### config.mk
export PLATFORM = sky130hd
export DESIGN_NAME = calc_cmd_sequencer
export DESIGN_NICKNAME = d
export VERILOG_FILES = /design/src/rtl/calc_cmd_sequencer.sv
export SDC_FILE = /design/constraint.sdc
export NUM_CORES = 1
export LEC_CHECK = 0
export CORE_ASPECT_RATIO = 0.75
export CORE_UTILIZATION = 40
export CTS_CLUSTER_SIZE = 28
export DETAILED_ROUTE_END_ITERATION = 8
export PLACE_DENSITY = 0.75
export SYNTH_ARGS = -nofsm -noshare
export SYNTH_HDL_FRONTEND = slang
export SYNTH_SLANG_ARGS = --single-unit
### constraint.sdc
create_clock -name clk -period 1.53 [get_ports clk]
set_input_delay 0.306 -clock clk [delete_from_list [all_inputs] [get_ports clk]]
set_output_delay 0.306 -clock clk [all_outputs]
set_load 0.02 [all_outputs]
### src/rtl/calc_cmd_sequencer.sv
// Command front-end for the 8-bit calculator core: parses header/A/B byte packets,
// pulses the core enable once, captures its result and hands it downstream.
// Optional inter-byte timeout compiled in with `define CALC_SEQ_TIMEOUT_EN.
module calc_cmd_sequencer #(
  parameter int TIMEOUT_CYCLES = 255,
  parameter int CNT_W          = 16
) (
  input  logic             clk,
  input  logic             rst,
  input  logic [7:0]       in_data,
  input  logic             in_valid,
  output logic             in_ready,
  output logic [7:0]       calc_a,
  output logic [7:0]       calc_b,
  output logic [1:0]       calc_modo,
  output logic             calc_enb,
  input  logic [7:0]       calc_c,
  output logic [7:0]       res_data,
  output logic             res_valid,
  input  logic             res_ready,
  output logic             hdr_err,
  output logic             to_err,
  output logic [CNT_W-1:0] cmd_cnt,
  output logic             busy
);

  typedef enum logic [2:0] {
    IDLE,
    GET_A,
    GET_B,
    ISSUE,
    WAIT,
    RESP
  } state_t;

  state_t state, state_nxt;

  logic accept;
  logic hdr_ok;
  logic collecting;
  logic timeout;

  if (TIMEOUT_CYCLES < 1 || TIMEOUT_CYCLES > 65535) begin : g_bad_timeout
    $error("calc_cmd_sequencer: TIMEOUT_CYCLES must be within 1..65535");
  end

  assign in_ready   = (state == IDLE) || (state == GET_A) || (state == GET_B);
  assign accept     = in_valid && in_ready;
  assign hdr_ok     = (in_data[7:2] == 6'd0);
  assign collecting = (state == GET_A) || (state == GET_B);

  assign calc_enb  = (state == ISSUE);
  assign res_valid = (state == RESP);
  assign busy      = (state != IDLE);

`ifdef CALC_SEQ_TIMEOUT_EN
  localparam logic [15:0] TO_LAST = 16'(TIMEOUT_CYCLES - 1);

  logic [15:0] idle_cnt;

  // Counts stalled cycles while a packet is partially received.
  always_ff @(posedge clk or posedge rst) begin
    if (rst) begin
      idle_cnt <= '0;
    end else if (collecting && !accept && !timeout) begin
      idle_cnt <= idle_cnt + 16'd1;
    end else begin
      idle_cnt <= '0;
    end
  end

  assign timeout = collecting && !accept && (idle_cnt == TO_LAST);
`else
  assign timeout = 1'b0;
`endif

  always_ff @(posedge clk or posedge rst) begin
    if (rst) begin
      state <= IDLE;
    end else begin
      state <= state_nxt;
    end
  end

  always_comb begin
    state_nxt = state;
    case (state)
      IDLE: begin
        if (accept && hdr_ok) state_nxt = GET_A;
      end
      GET_A: begin
        if (accept)       state_nxt = GET_B;
        else if (timeout) state_nxt = IDLE;
      end
      GET_B: begin
        if (accept)       state_nxt = ISSUE;
        else if (timeout) state_nxt = IDLE;
      end
      ISSUE:   state_nxt = WAIT;
      WAIT:    state_nxt = RESP;
      RESP: begin
        if (res_ready) state_nxt = IDLE;
      end
      default: state_nxt = IDLE;
    endcase
  end

  // The core zeroes c whenever enb is low, so the result only exists during WAIT.
  always_ff @(posedge clk or posedge rst) begin
    if (rst) begin
      calc_a    <= '0;
      calc_b    <= '0;
      calc_modo <= '0;
      res_data  <= '0;
      hdr_err   <= 1'b0;
      to_err    <= 1'b0;
      cmd_cnt   <= '0;
    end else begin
      hdr_err <= (state == IDLE) && accept && !hdr_ok;
      to_err  <= timeout;
      if ((state == IDLE) && accept && hdr_ok) calc_modo <= in_data[1:0];
      if ((state == GET_A) && accept)          calc_a    <= in_data;
      if ((state == GET_B) && accept)          calc_b    <= in_data;
      if (state == WAIT)                       res_data  <= calc_c;
      if ((state == RESP) && res_ready)        cmd_cnt   <= cmd_cnt + 1'b1;
    end
  end

endmodule

# --- After elaboration in Yosys (flattened, before gate mapping) ---
# Cells that the tools add are included.
word_totals:
  ff_bits: 46
  word_cells: 37
classes:
  n_reduce_logical: 15
  add_sub_neg: 1
  mux: 5
  eq_ne: 9
op_table:
  columns: ["cell", "n"]
  rows:
  - ["3-bit one-hot mux with 6 select lines", 1]
  - ["16-bit by 1-bit adder with 16-bit output (second input constant)", 1]
  - ["3-bit two-way mux", 4]
  - ["1-bit logical AND", 8]
  - ["3-bit by 2-bit == test with 1-bit output (second input constant)", 2]
  - ["3-bit == test (second input constant)", 2]
  - ["6-bit logical NOT", 1]
  - ["2-bit by 1-bit inequality test with 1-bit output (second input constant)", 2]
  - ["2-bit inequality test (second input constant)", 2]
  - ["4-bit AND reduction", 1]
  - ["3-bit by 1-bit == test with 1-bit output (second input constant)", 1]
  - ["3-bit logical NOT", 1]
  - ["3-bit nonzero test", 1]
  - ["1-bit logical OR", 2]
  - ["1-bit logical NOT", 1]

# --- Longest topological paths before layout ---
depth:
  word_depth: 7
  depth_mapped: 5
  depth_no_buf: 5

# --- Worst setup path before layout ---
# Ideal clock, no wire load.
synth_path:
  path_kind: "in2reg"
  startpoint: "input in_data[5]"
  endpoint: "register calc_modo[0]"
  path_buffers: 0
  cell_stages: 4
  setup_slack_ns: -0.357
  t_arrival_ns: 1.762
  cell_sequence: "or4_4 -> nor3_4 -> or4b_4 -> mux2_4"
synth_via:
  elab_chain_len: 2
synth_lines:
  columns: ["element", "line_no", "source"]
  rows:
  - ["start: declaration", "10", "input logic [7:0] in_data,"]
  - ["6-bit logical NOT", "49", "assign hdr_ok = (in_data[7:2] == 6'd0);"]
  - ["1-bit logical AND", "121", "if ((state == IDLE) && accept && hdr_ok) calc_modo <= in_data[1:0];"]
  - ["end signal: assignment", "121", null]
  - ["end: declaration", "15", "output logic [1:0] calc_modo,"]
# No other way between the ends.
# A chain may end at the register's enable or synchronous reset.

# --- Worst setup path after layout ---
layout_path:
  startpoint: "input in_data[6]"
  endpoint: "register calc_modo[1]"
# Same word-level chain as after synthesis.

==> flow_summary.ini <==
[clock_tree]
cts_tree = yes
cts_buffer_depth = 2
numCtsBuffers = 5
cts_sinks = 46
hold_buffers = 0
path_clk_slew_ns = 0.08
root_buffer = clkbuf_8
h-tree-depth = 2
insertion_delay_ns = 0.29

[timing]
setup_viol = 32
rsz0062_at_grt = true
fin_crit_sh = 1.104
worst_slack_ns = -0.1597
hold_violations = 0
fin_skew_ns = 0.01186
max_clock_freq_mhz = 591.8
fin_crit_ns = 1.690
slew_violations = 0

[critical_path]
r2r-start = state[2]$_DFFE_PP0P_
r2r_cells = 3
cp_slowest_cell = or4_4
crit_type = input port to flop
crit_cells = 5
cp.buffers_inverters = 1
cp-start-kind = input port
worst-r2r-setup-slack_ns = -0.14
critPathTopFamily = simple AND/OR/NAND/NOR gates
max_stage_delay_ns = 0.53
reg2reg_to = calc_modo[1]$_DFFE_PP0P_
arrival_ns = 1.87
critPathRequiredTime_ns = 1.71
critical_path_peak_fanout = 2
cp_cell_sequence = buf_6 > or4_4 > nor3_4 > or4b_4 > mux2_4
cp-end-kind = flop

[pwr]
switching_share = 0.3548
clockPowerShare = 0.151
power_frac_comb = 0.504
intPower_w = 0.003524
vdd_drop_max_mv = 1.025
p_per_area_mw_per_mm2 = 1667
p_seq_frac = 0.345
power_leakage_nw = 1.635
p_switching_w = 0.001938

[yosys]
yosysWarnings = 0
yosys-top-cells-area = dfrtp_1 (59%), mux2_2 (14%), xnor2_1 (5.4%)
syn-mean-instance-area_um2 = 13.03
ys_async_sr_fraction = 1.000
synth_top_area_frac = 0.5890
ys_ff_latch = 46
synthFlopType = dfrtp_1
ys_types = 35
syn_nets = 171
netlist_area_mm2 = 0.001954
synth-edff-count = 0
synth_top_cell_by_area = dfrtp_1
netlist_instances = 150
seq_area_frac_synth = 0.5890

[route]
drc = 0
first_pass_iters = 4
vias = 1545
avgRoutedWirePerCell_um = 16.28
drt_iter0_drc = 84
antenna_left = 0
routed_wirelength_um = 5095
routed_via_density = 4.936

[place]
place_inst = 293
port_buffers = 66
gp_congestion = 0.7580
dp_hpwl_um = 3394
dp_slack_ns = -0.8535

[floorplanning]
io_pins = 68
die-width_um = 82.71
fp.dieH_um = 62.54
rows = 21
fp.dieArea_mm2 = 0.005172
core_area_mm2 = 0.004572
start_util = 0.4275

[layout]
fin_nets = 276
final_layout_size_suffix_gt1_frac = 0.4023
utilization = 0.7165
insertedDiodeCount = 0
area_growth_pct = 67.61
fin_cells = 313

[hold_path]
whs_endpoint = calc_a[5]$_DFFE_PP0P_
hp-class = input port to flop
hold_start = in_data[5]
hold_depth = 2

[job]
cap_violations = 0

[global_routing]
grt_pass1_vias = 1604
gr-usage-all-layers = 0.2090
grt_overflow = 0
grt_max_degree = 47
grt_pass1_wl_um = 7962
antenna_found_initial = 0

[status]
status = finished with violations
violations = setup timing
[flip-flops by register name (all words and copies together), names as in the netlist]
name	cells
calc_modo	2
state	3
calc_a	8
res_data	8
cmd_cnt	16
hdr_err	1
calc_b	8
[layer usage]
metal	up-vias	GRT usage	routed length [µm]
met4	0	0.05819	61
met5	-	0	0
met3	6	0.04380	140
met2	25	0.3207	2496
met1	780	0.2972	2397
li1	734	-	-
[metrics by stage]
step | TNS [ns] | hold WS [ns] | instance area (µm²) | total power, W
6_report | -1.820 | 0.2487 | 3276 | 0.005462
5_1_grt | -4.146 | 0.2320 | 3276 | 0.005734
4_1_cts | -1.132 | 0.3260 | 3095 | 0.005175
3_5_place_dp | -12.73 | 0.4632 | 2900 | 0.004362
3_3_place_gp | -12.25 | 0.4612 | 2900 | 0.004292
2_1_floorplan | -1.268 | 0.4545 | 1969 | 0.003082
[power groups by stage]
stage / registers [W] / logic, W / clock network (W)
floorplan: 0.00229 / 0.000794 / 0
global placement: 0.00188 / 0.00242 / 0
detailed placement: 0.00191 / 0.00245 / 0
CTS: 0.00187 / 0.00247 / 0.000842
global route: 0.00193 / 0.00291 / 0.000890
finish: 0.00189 / 0.00275 / 0.000824
[placed cells by master, fill, tap and decap left out, types with 2 or more instances in the layout]
master,instances
buf_4,21
nand2_4,2
xor2_1,3
nand3b_1,2
nor2_1,4
xnor2_1,11
or3_1,2
buf_12,2
a21oi_1,2
nor3b_4,3
buf_6,19
nor3_2,2
mux2_4,26
dfrtp_1,44
nand2_2,2
nand4_1,4
clkdlybuf4s50_1,14
dlygate4sd2_1,43
clkbuf_8,7
nor2_4,5
dfrtp_2,2
nand2_1,9
[final cells by class]
class                   instances  area [µm²]
fillers                       355        1296
flip-flops and latches         46        1154
multi-input cells              99       992.2
repair buffers                101       945.9
clock buffers                   7       96.34
well taps                      57       71.32
clock inverters                 1       8.758
inverters                       2       7.507
[cell usage after synthesis (all sizes together), types with 2 or more instances]
| master | n |
|---|---|
| nand3 | 2 |
| dfrtp | 46 |
| nand3b | 2 |
| nand4 | 4 |
| mux2 | 26 |
| nor3b | 2 |
| a21oi | 3 |
| xor2 | 3 |
| or3 | 3 |
| nand2 | 13 |
| xnor2 | 12 |
| inv | 2 |
| buf | 2 |
| nor2 | 9 |
| nor3 | 3 |
| clkbuf | 2 |
[how the worst max path moves through the flow]
stage / endpoint / from / slack [ns]
6_report: calc_modo[1]$_DFFE_PP0P_ / in_data[6] / -0.16
3_5_place_dp: calc_modo[0]$_DFFE_PP0P_ / in_data[5] / -0.85
4_1_cts: calc_modo[0]$_DFFE_PP0P_ / in_data[6] / -0.21
3_3_place_gp: calc_modo[1]$_DFFE_PP0P_ / in_data[5] / -0.82
5_1_grt: cmd_cnt[14]$_DFFE_PP0P_ / state[1]$_DFFE_PP0P_ / -0.24
2_1_floorplan: calc_modo[0]$_DFFE_PP0P_ / in_data[5] / -0.36
[logic make-up after synthesis]
group	Yosys count	share of synthesized area
xor gates and xnor gates	15	0.06722
other	1	0.001919
AOI/OAI and AO/OA	5	0.01472
buffers and inverters	6	0.01345
muxes	26	0.1537
DFF	46	0.5890
and+or+nand+nor	50	0.1537
adders and majority gates	1	0.006401
[timing repair]
action,4_1_cts,5_1_grt
gates resized for setup,105,44
endpoints found under the setup margin,82,42
gates cloned,1,0
pin swaps,13,12
setup buffers,9,3
Note: power is estimated with default switching activity, not from simulation.
